### src/rtl/tt_pin_pkg.sv
// Pin-level constants and FSM encoding for the host side of the tile's
// byte-parallel 4-phase pin protocol.
package tt_pin_pkg;

  // uio bit positions: host-driven bits
  localparam int unsigned MSG_REQ  = 0;
  localparam int unsigned FIRST    = 1;
  localparam int unsigned LAST     = 2;
  localparam int unsigned PAD      = 6;
  localparam int unsigned HASH_ACK = 7;

  // uio bit positions: DUT-driven bits (bit 5 is reserved)
  localparam int unsigned MSG_ACK  = 3;
  localparam int unsigned HASH_REQ = 4;

  // Output-enable mask: host owns bits 0,1,2,6,7
  localparam logic [7:0] UIO_OE = 8'b1100_0111;

  typedef enum logic [2:0] {
    ST_IDLE      = 3'd0,
    ST_LOAD      = 3'd1,
    ST_SEND_REQ  = 3'd2,
    ST_SEND_REL  = 3'd3,
    ST_HASH_WAIT = 3'd4,
    ST_HASH_ACK  = 3'd5
  } state_t;

endpackage

### src/rtl/tt_host_driver_sync_ff.sv
// Single-bit multi-stage synchronizer for DUT-driven handshake lines.
module sync_ff #(
  parameter int unsigned STAGES = 2
) (
  input  logic clk,
  input  logic rst_n,
  input  logic d,
  output logic q
);

  logic [STAGES-1:0] chain;

  // Shift the asynchronous input through STAGES flops, clearing on reset.
  always_ff @(posedge clk or negedge rst_n) begin
    if (!rst_n) begin
      chain <= '0;
    end else begin
      chain <= (chain << 1) | STAGES'(d);
    end
  end

  assign q = chain[STAGES-1];

endmodule

### src/rtl/tt_host_driver.sv
// Host-side initiator: streams message bytes to the tile over a 4-phase
// msg_req/msg_ack handshake, zero-pads the final block, then collects the
// digest over a hash_req/hash_ack handshake onto a local byte stream.
module tt_host_driver
  import tt_pin_pkg::*;
#(
  parameter int unsigned BLOCK_B     = 64,
  parameter int unsigned HASH_B      = 32,
  parameter int unsigned SYNC_STAGES = 2,
  parameter int unsigned TIMEOUT_W   = 16
) (
  input  logic       clk,
  input  logic       rst_n,
  input  logic       s_valid_i,
  output logic       s_ready_o,
  input  logic [7:0] s_data_i,
  input  logic       s_last_i,
  output logic       m_valid_o,
  output logic [7:0] m_data_o,
  output logic       m_last_o,
  output logic [7:0] dut_ui_o,
  input  logic [7:0] dut_uo_i,
  output logic [7:0] dut_uio_o,
  output logic [7:0] dut_uio_oe_o,
  input  logic [7:0] dut_uio_i,
  output logic       busy_o,
  output logic       timeout_o
);

  localparam int unsigned BW = (BLOCK_B > 1) ? $clog2(BLOCK_B) : 1;
  localparam int unsigned HW = (HASH_B > 1) ? $clog2(HASH_B) : 1;
  localparam logic [BW-1:0] BYTE_LAST = BW'(BLOCK_B - 1);
  localparam logic [HW-1:0] HASH_LAST = HW'(HASH_B - 1);

  state_t state_q, state_d;

  logic [7:0]           ui_q, ui_d;
  logic                 first_q, first_d;
  logic                 last_q, last_d;
  logic                 pad_q, pad_d;
  logic                 msg_req_q, msg_req_d;
  logic                 hash_ack_q, hash_ack_d;
  logic [BW-1:0]        byte_idx_q, byte_idx_d;
  logic [HW-1:0]        hash_idx_q, hash_idx_d;
  logic [7:0]           m_data_q, m_data_d;
  logic                 m_valid_q, m_valid_d;
  logic                 m_last_q, m_last_d;
  logic                 timeout_q, timeout_d;
  logic [TIMEOUT_W-1:0] wd_q, wd_d;

  logic msg_ack_s;
  logic hash_req_s;
  logic counting;
  logic [7:0] uio_bus;
  logic unused_uio;

  // Only msg_ack and hash_req are read back; the rest of the bus is ignored.
  assign unused_uio = ^{dut_uio_i[7:5], dut_uio_i[2:0]};

  sync_ff #(.STAGES(SYNC_STAGES)) u_sync_msg_ack (
    .clk   (clk),
    .rst_n (rst_n),
    .d     (dut_uio_i[MSG_ACK]),
    .q     (msg_ack_s)
  );

  sync_ff #(.STAGES(SYNC_STAGES)) u_sync_hash_req (
    .clk   (clk),
    .rst_n (rst_n),
    .d     (dut_uio_i[HASH_REQ]),
    .q     (hash_req_s)
  );

  assign counting = (state_q == ST_SEND_REQ)  || (state_q == ST_SEND_REL) ||
                    (state_q == ST_HASH_WAIT) || (state_q == ST_HASH_ACK);

  // FSM state register.
  always_ff @(posedge clk or negedge rst_n) begin
    if (!rst_n) begin
      state_q <= ST_IDLE;
    end else begin
      state_q <= state_d;
    end
  end

  // Registered pin drivers, counters, digest stream and watchdog.
  always_ff @(posedge clk or negedge rst_n) begin
    if (!rst_n) begin
      ui_q       <= '0;
      first_q    <= 1'b0;
      last_q     <= 1'b0;
      pad_q      <= 1'b0;
      msg_req_q  <= 1'b0;
      hash_ack_q <= 1'b0;
      byte_idx_q <= '0;
      hash_idx_q <= '0;
      m_data_q   <= '0;
      m_valid_q  <= 1'b0;
      m_last_q   <= 1'b0;
      timeout_q  <= 1'b0;
      wd_q       <= '0;
    end else begin
      ui_q       <= ui_d;
      first_q    <= first_d;
      last_q     <= last_d;
      pad_q      <= pad_d;
      msg_req_q  <= msg_req_d;
      hash_ack_q <= hash_ack_d;
      byte_idx_q <= byte_idx_d;
      hash_idx_q <= hash_idx_d;
      m_data_q   <= m_data_d;
      m_valid_q  <= m_valid_d;
      m_last_q   <= m_last_d;
      timeout_q  <= timeout_d;
      wd_q       <= wd_d;
    end
  end

  // Next-state and next-register logic; watchdog expiry overrides everything.
  always_comb begin
    state_d    = state_q;
    ui_d       = ui_q;
    first_d    = first_q;
    last_d     = last_q;
    pad_d      = pad_q;
    msg_req_d  = msg_req_q;
    hash_ack_d = hash_ack_q;
    byte_idx_d = byte_idx_q;
    hash_idx_d = hash_idx_q;
    m_data_d   = m_data_q;
    m_valid_d  = 1'b0;
    m_last_d   = m_last_q;
    timeout_d  = timeout_q;
    wd_d       = '0;

    case (state_q)
      ST_IDLE: begin
        state_d = ST_LOAD;
      end
      ST_LOAD: begin
        if (s_valid_i) begin
          ui_d      = s_data_i;
          first_d   = (byte_idx_q == '0);
          last_d    = s_last_i;
          pad_d     = 1'b0;
          msg_req_d = 1'b1;
          timeout_d = 1'b0;
          state_d   = ST_SEND_REQ;
        end
      end
      ST_SEND_REQ: begin
        if (msg_ack_s) begin
          msg_req_d = 1'b0;
          state_d   = ST_SEND_REL;
        end
      end
      ST_SEND_REL: begin
        if (!msg_ack_s) begin
          byte_idx_d = (byte_idx_q == BYTE_LAST) ? '0 : byte_idx_q + 1'b1;
          if (!(last_q || pad_q)) begin
            state_d = ST_LOAD;
          end else if (byte_idx_q == BYTE_LAST) begin
            state_d = ST_HASH_WAIT;
          end else begin
            // Pad byte is loaded together with the rising request.
            ui_d      = '0;
            first_d   = 1'b0;
            last_d    = 1'b0;
            pad_d     = 1'b1;
            msg_req_d = 1'b1;
            state_d   = ST_SEND_REQ;
          end
        end
      end
      ST_HASH_WAIT: begin
        if (hash_req_s) begin
          // uo_out is stable while hash_req is high, so it is sampled raw.
          m_data_d   = dut_uo_i;
          m_valid_d  = 1'b1;
          m_last_d   = (hash_idx_q == HASH_LAST);
          hash_ack_d = 1'b1;
          state_d    = ST_HASH_ACK;
        end
      end
      ST_HASH_ACK: begin
        if (!hash_req_s) begin
          hash_ack_d = 1'b0;
          if (hash_idx_q == HASH_LAST) begin
            hash_idx_d = '0;
            byte_idx_d = '0;
            state_d    = ST_LOAD;
          end else begin
            hash_idx_d = hash_idx_q + 1'b1;
            state_d    = ST_HASH_WAIT;
          end
        end
      end
      default: begin
        state_d = ST_IDLE;
      end
    endcase

    if (counting && (wd_q == '1)) begin
      timeout_d  = 1'b1;
      msg_req_d  = 1'b0;
      first_d    = 1'b0;
      last_d     = 1'b0;
      pad_d      = 1'b0;
      hash_ack_d = 1'b0;
      byte_idx_d = '0;
      hash_idx_d = '0;
      m_valid_d  = 1'b0;
      state_d    = ST_IDLE;
    end

    if (counting && (state_d == state_q)) begin
      wd_d = wd_q + 1'b1;
    end
  end

  // Assemble the host-owned uio bits; DUT-owned positions stay 0.
  always_comb begin
    uio_bus           = '0;
    uio_bus[MSG_REQ]  = msg_req_q;
    uio_bus[FIRST]    = first_q;
    uio_bus[LAST]     = last_q;
    uio_bus[PAD]      = pad_q;
    uio_bus[HASH_ACK] = hash_ack_q;
  end

  assign dut_uio_o    = uio_bus;
  assign dut_uio_oe_o = UIO_OE;
  assign dut_ui_o     = ui_q;
  assign s_ready_o    = (state_q == ST_LOAD);
  assign busy_o       = (state_q != ST_IDLE) && (state_q != ST_LOAD);
  assign m_valid_o    = m_valid_q;
  assign m_data_o     = m_data_q;
  assign m_last_o     = m_last_q;
  assign timeout_o    = timeout_q;

endmodule
### config.mk
export PLATFORM = sky130hd
export DESIGN_NAME = tt_host_driver
export DESIGN_NICKNAME = d
export VERILOG_FILES = /design/src/rtl/tt_pin_pkg.sv /design/src/rtl/tt_host_driver_sync_ff.sv /design/src/rtl/tt_host_driver.sv
export SDC_FILE = /design/constraint.sdc
export NUM_CORES = 1
export LEC_CHECK = 0
export CAP_MARGIN = 20
export CELL_PAD_IN_SITES_DETAIL_PLACEMENT = 1
export CELL_PAD_IN_SITES_GLOBAL_PLACEMENT = 1
export CORE_MARGIN = 1
export CORE_UTILIZATION = 39
export CTS_CLUSTER_SIZE = 10
export DETAILED_ROUTE_END_ITERATION = 10
export GPL_TIMING_DRIVEN = 0
export PLACE_DENSITY = 0.84
export SYNTH_ARGS = -nofsm -noshare
export SYNTH_HDL_FRONTEND = slang
export SYNTH_SLANG_ARGS = --single-unit
### constraint.sdc
create_clock -name clk -period 2.97 [get_ports clk]
set_input_delay 0.594 -clock clk [delete_from_list [all_inputs] [get_ports clk]]
set_output_delay 0.594 -clock clk [all_outputs]
set_load 0.02 [all_outputs]
After elaboration in Yosys (flattened, before gate mapping):

Cells that the tools add are included.

* input bits: 28
* register bits: 58
* output and inout port bits: 37

* reduce and logical (&&, ||, !) cells: 26
* eq/ne operators: 23
* bitwise operators: 2
* add/sub/neg operators: 3
* muxes and demuxes: 54

Operators by type and width (number)
* $mux W8: 4
* $mux W6: 5
* $mux W3: 9
* $mux W1: 23
* $mux W5: 4
* $pmux W3 S6: 1
* $add A16 B1 Y16 const B: 1
* $eq A16 B16 Y1 const B: 1
* $mux W16: 1
* $pmux W8 S2: 1
* $ne A3 B1 Y1 const B: 5
* $pmux W6 S2: 1
* $reduce_bool A3 Y1: 4
* $reduce_and A5 Y1: 2
* $ne A2 B2 Y1 const B: 4
* $pmux W1 S2: 4
* $reduce_bool A2 Y1: 4
* $add A6 B1 Y6 const B: 1
* $eq A3 B2 Y1 const B: 2
* $eq A3 B3 Y1 const B: 2
* $eq A6 B6 Y1 const B: 1
* $logic_not A6 Y1: 1
* $ne A3 B2 Y1 const B: 2
* $ne A3 B3 Y1 const B: 2
* other kinds (15): 23

Depth between registers and ports, before layout:

Gate-level depths: netlist of run 1.

* depth after elaboration: 9
* gate-level depth with buffers: 9
* mapped depth without buffers: 8

Cells and area by module:

Synthesis of run 1 repeated with hierarchy kept, for this count alone.

* cells, all modules: 280
* area, all modules: 2934.1 um^2

Modules (own cells, without submodules)
* tt_host_driver: cells each 276, sequential area each 1351.3 um^2, times used 1, area an instance 2834.0 um^2
* sync_ff: cells each 2, sequential area each 50.0 um^2, times used 2, area an instance 50.0 um^2

Worst setup path after synthesis of run 1:

No wires, ideal clock.

* path kind: reg-to-reg
* from: register hash_idx_q[0]
* to: register wd_q[0]
* path slack: 0.827 ns
* stages on the path, launching flop included: 10
* data required time: 2.848 ns
* data arrival time: 2.021 ns
* setup time: 0.122 ns
* path buffers: 2
* period minus slack after synthesis: 2.143 ns
* cell sequence: dfrtp_1 ha_1 and3_1 ha_1 clkbuf_1 o311ai_0 o311a_1 a221o_2 buf_6 nor3_2

* word-level cells in the longest chain between the ends: 8

RTL lines
* start, declared: line tt_host_driver.sv:44 `logic [HW-1:0] hash_idx_q, hash_idx_d;`
* start signal, assigned: line tt_host_driver.sv:110 `hash_idx_q <= hash_idx_d;`
* $eq A5 B5 Y1: line tt_host_driver.sv:188 `if (hash_idx_q == HASH_LAST) begin`
* $mux W3: line tt_host_driver.sv:188
* $mux W3: line tt_host_driver.sv:186 `if (!hash_req_s) begin`
* $pmux W3 S6: line tt_host_driver.sv:136 `case (state_q)`
* $mux W3: line tt_host_driver.sv:203 `if (counting && (wd_q == '1)) begin`
* $eq A3 B3 Y1: line tt_host_driver.sv:216 `if (counting && (state_d == state_q)) begin`
* $logic_and A1 B1 Y1: line tt_host_driver.sv:216
* $mux W16: line tt_host_driver.sv:216
* via wd_d[0]: line tt_host_driver.sv:49 `logic [TIMEOUT_W-1:0] wd_q, wd_d;`
* end signal, assigned: line tt_host_driver.sv:115 `wd_q <= wd_d;`
* end, declared: line tt_host_driver.sv:49

The timed path passes the listed nets, and every way through them passes these cells.
A chain may end at the register's enable or synchronous reset.

Worst setup path in the final report of run 1:

* from: register state_q[1]
* to: output s_ready_o

* word-level cells in the longest chain between the ends: 1

RTL lines
* start, declared: line tt_host_driver.sv:35 `state_t state_q, state_d;`
* start signal, assigned: line tt_host_driver.sv:82 `state_q <= state_d;`
* $eq A3 B1 Y1: line tt_host_driver.sv:234 `assign s_ready_o = (state_q == ST_LOAD);`
* end, declared: line tt_host_driver.sv:15 `output logic s_ready_o,`

Every way passes these cells.

==> impl_metrics.json, run 1 <==
{
  "dieArea_um2": 8110,
  "core_region_area_um2": 7370,
  "syn_area_um2": 3020,
  "root_buffer": "clkbuf_8",
  "postCtsHoldBufs": 0,
  "ys_types": 55,
  "grt_overflow": 0,
  "p_leak_uw": 0.00171,
  "clockBufferDepth": 2,
  "post_drt_wl_per_cell_um": 16.6,
  "h-tree-depth": 3,
  "grt_pass1_wl_um": 13000,
  "cts_resized": 0,
  "critPathLaunchType": "flip-flop",
  "pre_cts_slack_ns": 0.255,
  "drc": 0,
  "num-fill-cells": 836,
  "finalPower_uw": 2790,
  "area_growth_pct": 27.2,
  "rsz0062_at_grt": "no",
  "chipWidth_um": 90.1,
  "drt-initial-drc-count": 128,
  "ys_seq_area_share_pct": 48.0,
  "max_freq_mhz": 369,
  "io_buffers": 47,
  "cts_setup_buffers": 0,
  "slew_headroom_pct": 44.2,
  "worst_pin_slew_ns": 0.828,
  "cts_tree": "yes",
  "vdd_drop_max_mv": 0.467,
  "endpoint_kind": "output pin",
  "hold_violations": 0,
  "crit_required_ns": 2.38,
  "final_max_slew_viol_count": 0,
  "synth.avg_cell_area_um2": 10.7,
  "synth_edf_count": 0,
  "cap_violations": 0,
  "drive_gt1_share_pct": 20.8,
  "gr-usage-all-layers_pct": 20.3,
  "setup_viol": 0,
  "clk_latency_ns": 0.34,
  "grt_pass1_vias": 2611,
  "worstSetupPathType": "flip-flop to output pin",
  "placed_area_um2": 3670,
  "crit_fanout": 10,
  "ios": 65,
  "antenna_found_initial": 0,
  "drtPass1Iterations": 4,
  "ys.flop_type": "dfrtp_1",
  "hold_path.class": "primary input to async pin",
  "synth_seq_cells": 58,
  "synth_cells": 283,
  "clk_pin_slew_ns": 0.07,
  "outcome": "completed",
  "routed_via_density": 5.28,
  "drtAntennaViolNets": 0,
  "synth_warnings": 0,
  "fin_crit_sh_pct": 91.2,
  "routabilityCongestion": 0.866,
  "grt_max_degree": 40,
  "wl_um": 7540,
  "arrival_ns": 2.12,
  "skew_ns": 0.0109,
  "stdcell_area_um2": 3850,
  "clock-sinks": 58,
  "async_flop_share_pct": 100,
  "rows": 31,
  "die-height_um": 90.1,
  "fin_nets": 387,
  "fin_ws_ns": 0.261,
  "power_density_nw_per_um2": 726,
  "hpwl_um": 5390,
  "start_util_pct": 41.0,
  "antenna_cells": 0,
  "cts_buffers": 9,
  "num_vias": 2402,
  "fin_crit_ns": 2.71,
  "fin_tns_setup_ns": 0
}
-- flip-flops by register name, summed over array words and instances, names as in the netlist, 2 cells and up --
signal,cells
u_sync_msg_ack.chain,2
state_q,3
m_data_o,8
wd_q,16
hash_idx_q,5
byte_idx_q,6
dut_ui_o,8
u_sync_hash_req.chain,2
-- power breakdown --
group	internal [uW]	switching (uW)
clock	325	338
combinational	476	646
sequential	906	101
total	1710	1090
-- cell usage in the layout, fill, tap and decap left out, types with 2 or more instances in the layout --
cell type	Yosys	layout
nor4_1	2	2
and2b_1	2	2
inv_1	8	8
o2bb2ai_1	2	2
nor2_1	20	20
nor3_1	9	9
dfrtp_1	58	58
o21ai_0	9	9
nand3b_1	3	3
clkdlybuf4s50_1	0	46
nand2b_1	2	2
nor3_2	10	10
and3_1	3	3
or3_1	4	4
ha_1	8	8
buf_6	2	2
nand2_1	14	14
clkinv_4	0	2
a21oi_1	19	19
xor2_1	5	5
clkbuf_1	3	3
mux2_2	9	9
clkinv_2	0	2
buf_4	16	16
nand4_1	4	4
a22o_1	9	9
nor3b_1	2	2
nand3_1	8	8
xnor2_1	9	9
conb_1	2	11
buf_2	7	8
mux2i_1	2	2
clkbuf_8	0	10
clkinvlp_4	0	2
nor2b_1	7	7
-- critical path: stages, from the launching register on --
cell	delay, ns
dfrtp_1	0.46
buf_2	0.22
nor3b_1	0.40
clkdlybuf4s50_1	0.70
-- cell usage after synthesis (3+ instances only) --
cell	n	area, um^2
dfrtp_1	58	1450
nor2_1	20	75.1
a21oi_1	19	95.1
buf_4	16	120
nand2_1	14	52.6
nor3_2	10	100
a22o_1	9	78.8
mux2_2	9	101
nor3_1	9	45.0
o21ai_0	9	45.0
xnor2_1	9	78.8
ha_1	8	100
inv_1	8	30.0
nand3_1	8	40.0
buf_2	7	35.0
nor2b_1	7	43.8
xor2_1	5	43.8
nand4_1	4	25.0
or3_1	4	25.0
and3_1	3	18.8
clkbuf_1	3	11.3
nand3b_1	3	22.5
-- through the flow --
step	hold slack (ns)	std cells	utilization [%]
4_1_cts	0.218	455	52.2
2_1_floorplan	0.298	292	-
3_3_place_gp	0.335	438	49.6
3_5_place_dp	0.336	439	49.8
6_report	0.213	455	52.2
5_1_grt	0.243	455	52.2
-- logic make-up (layout without fill, tap and decap cells) --
family / count (synthesis) / count (layout) / synth area share (%)
buffers and inverters: 36 / 100 / 7.24
multiplexers: 11 / 11 / 4.01
XOR/XNOR: 14 / 14 / 4.05
AO/OA/AOI/OAI: 51 / 51 / 11.6
adder cells (fa/ha/maj): 8 / 8 / 3.31
AND/OR/NAND/NOR: 103 / 103 / 21.5
other: 2 / 11 / 0.248
flip-flops: 58 / 58 / 48.0
-- final cells by class --
class / instances / area [um^2] / share of cell area [%]
clock buffers: 10 / 138 / 3.58
inverters: 8 / 30.0 / 0.780
multi-input cells: 198 / 1390 / 36.1
repair buffers: 48 / 485 / 12.6
plain buffers: 28 / 189 / 4.91
flip-flops and latches: 58 / 1450 / 37.7
well taps: 99 / 124 / 3.22
clock inverters: 6 / 42.5 / 1.11
-- metal layers --
metal	routed length [um]	share of wire [%]	vias up	GRT usage, %
met4	143	1.9	0	10.1
li1	-	-	1111	-
met1	3230	43	1206	24.9
met3	338	4.5	10	3.81
met5	0	0	-	0
met2	3830	51	75	34.2
-- path summary, 6_finish.rpt --
| kind | from | endpoint | slack [ns] | cells after the start |
|---|---|---|---|---|
| hold / removal | rst_n | last_q$_DFFE_PN0P_ | 0.21 | 1 |
| min in group clk | u_sync_msg_ack.chain[0]$_DFF_PN0_ | u_sync_msg_ack.chain[1]$_DFF_PN0_ | 0.35 | 0 |
| setup reg to reg | hash_idx_q[0]$_DFFE_PN0P_ | byte_idx_q[1]$_DFFE_PN0P_ | 0.27 | 9 |
| hold reg to reg | u_sync_msg_ack.chain[0]$_DFF_PN0_ | u_sync_msg_ack.chain[1]$_DFF_PN0_ | 0.35 | 0 |
| max in group asynchronous | rst_n | wd_q[14]$_DFF_PN0_ | 2.19 | 2 |
| setup / recovery | state_q[1]$_DFF_PN0_ | s_ready_o | 0.26 | 3 |
(Power assumes the default switching activity.)
==> run 2: changes to the inputs <==
--- a/config.mk
+++ b/config.mk
@@ -12,6 +12,7 @@
 export CORE_UTILIZATION = 39
 export CTS_CLUSTER_SIZE = 10
 export DETAILED_ROUTE_END_ITERATION = 10
+export GPL_ROUTABILITY_DRIVEN = 0
 export GPL_TIMING_DRIVEN = 0
 export PLACE_DENSITY = 0.84
 export SYNTH_ARGS = -nofsm -noshare
==> results of run 2 <==
Same layout as run 1: the final DEF is identical, and so are final timing and power.
==> run 3: changes to the inputs <==
--- a/config.mk
+++ b/config.mk
@@ -5,6 +5,7 @@
 export SDC_FILE = /design/constraint.sdc
 export NUM_CORES = 1
 export LEC_CHECK = 0
+export ABC_AREA = 0
 export CAP_MARGIN = 20
 export CELL_PAD_IN_SITES_DETAIL_PLACEMENT = 1
 export CELL_PAD_IN_SITES_GLOBAL_PLACEMENT = 1
==> results of run 3 <==
Same layout as run 1: the final DEF is identical, and so are final timing and power.
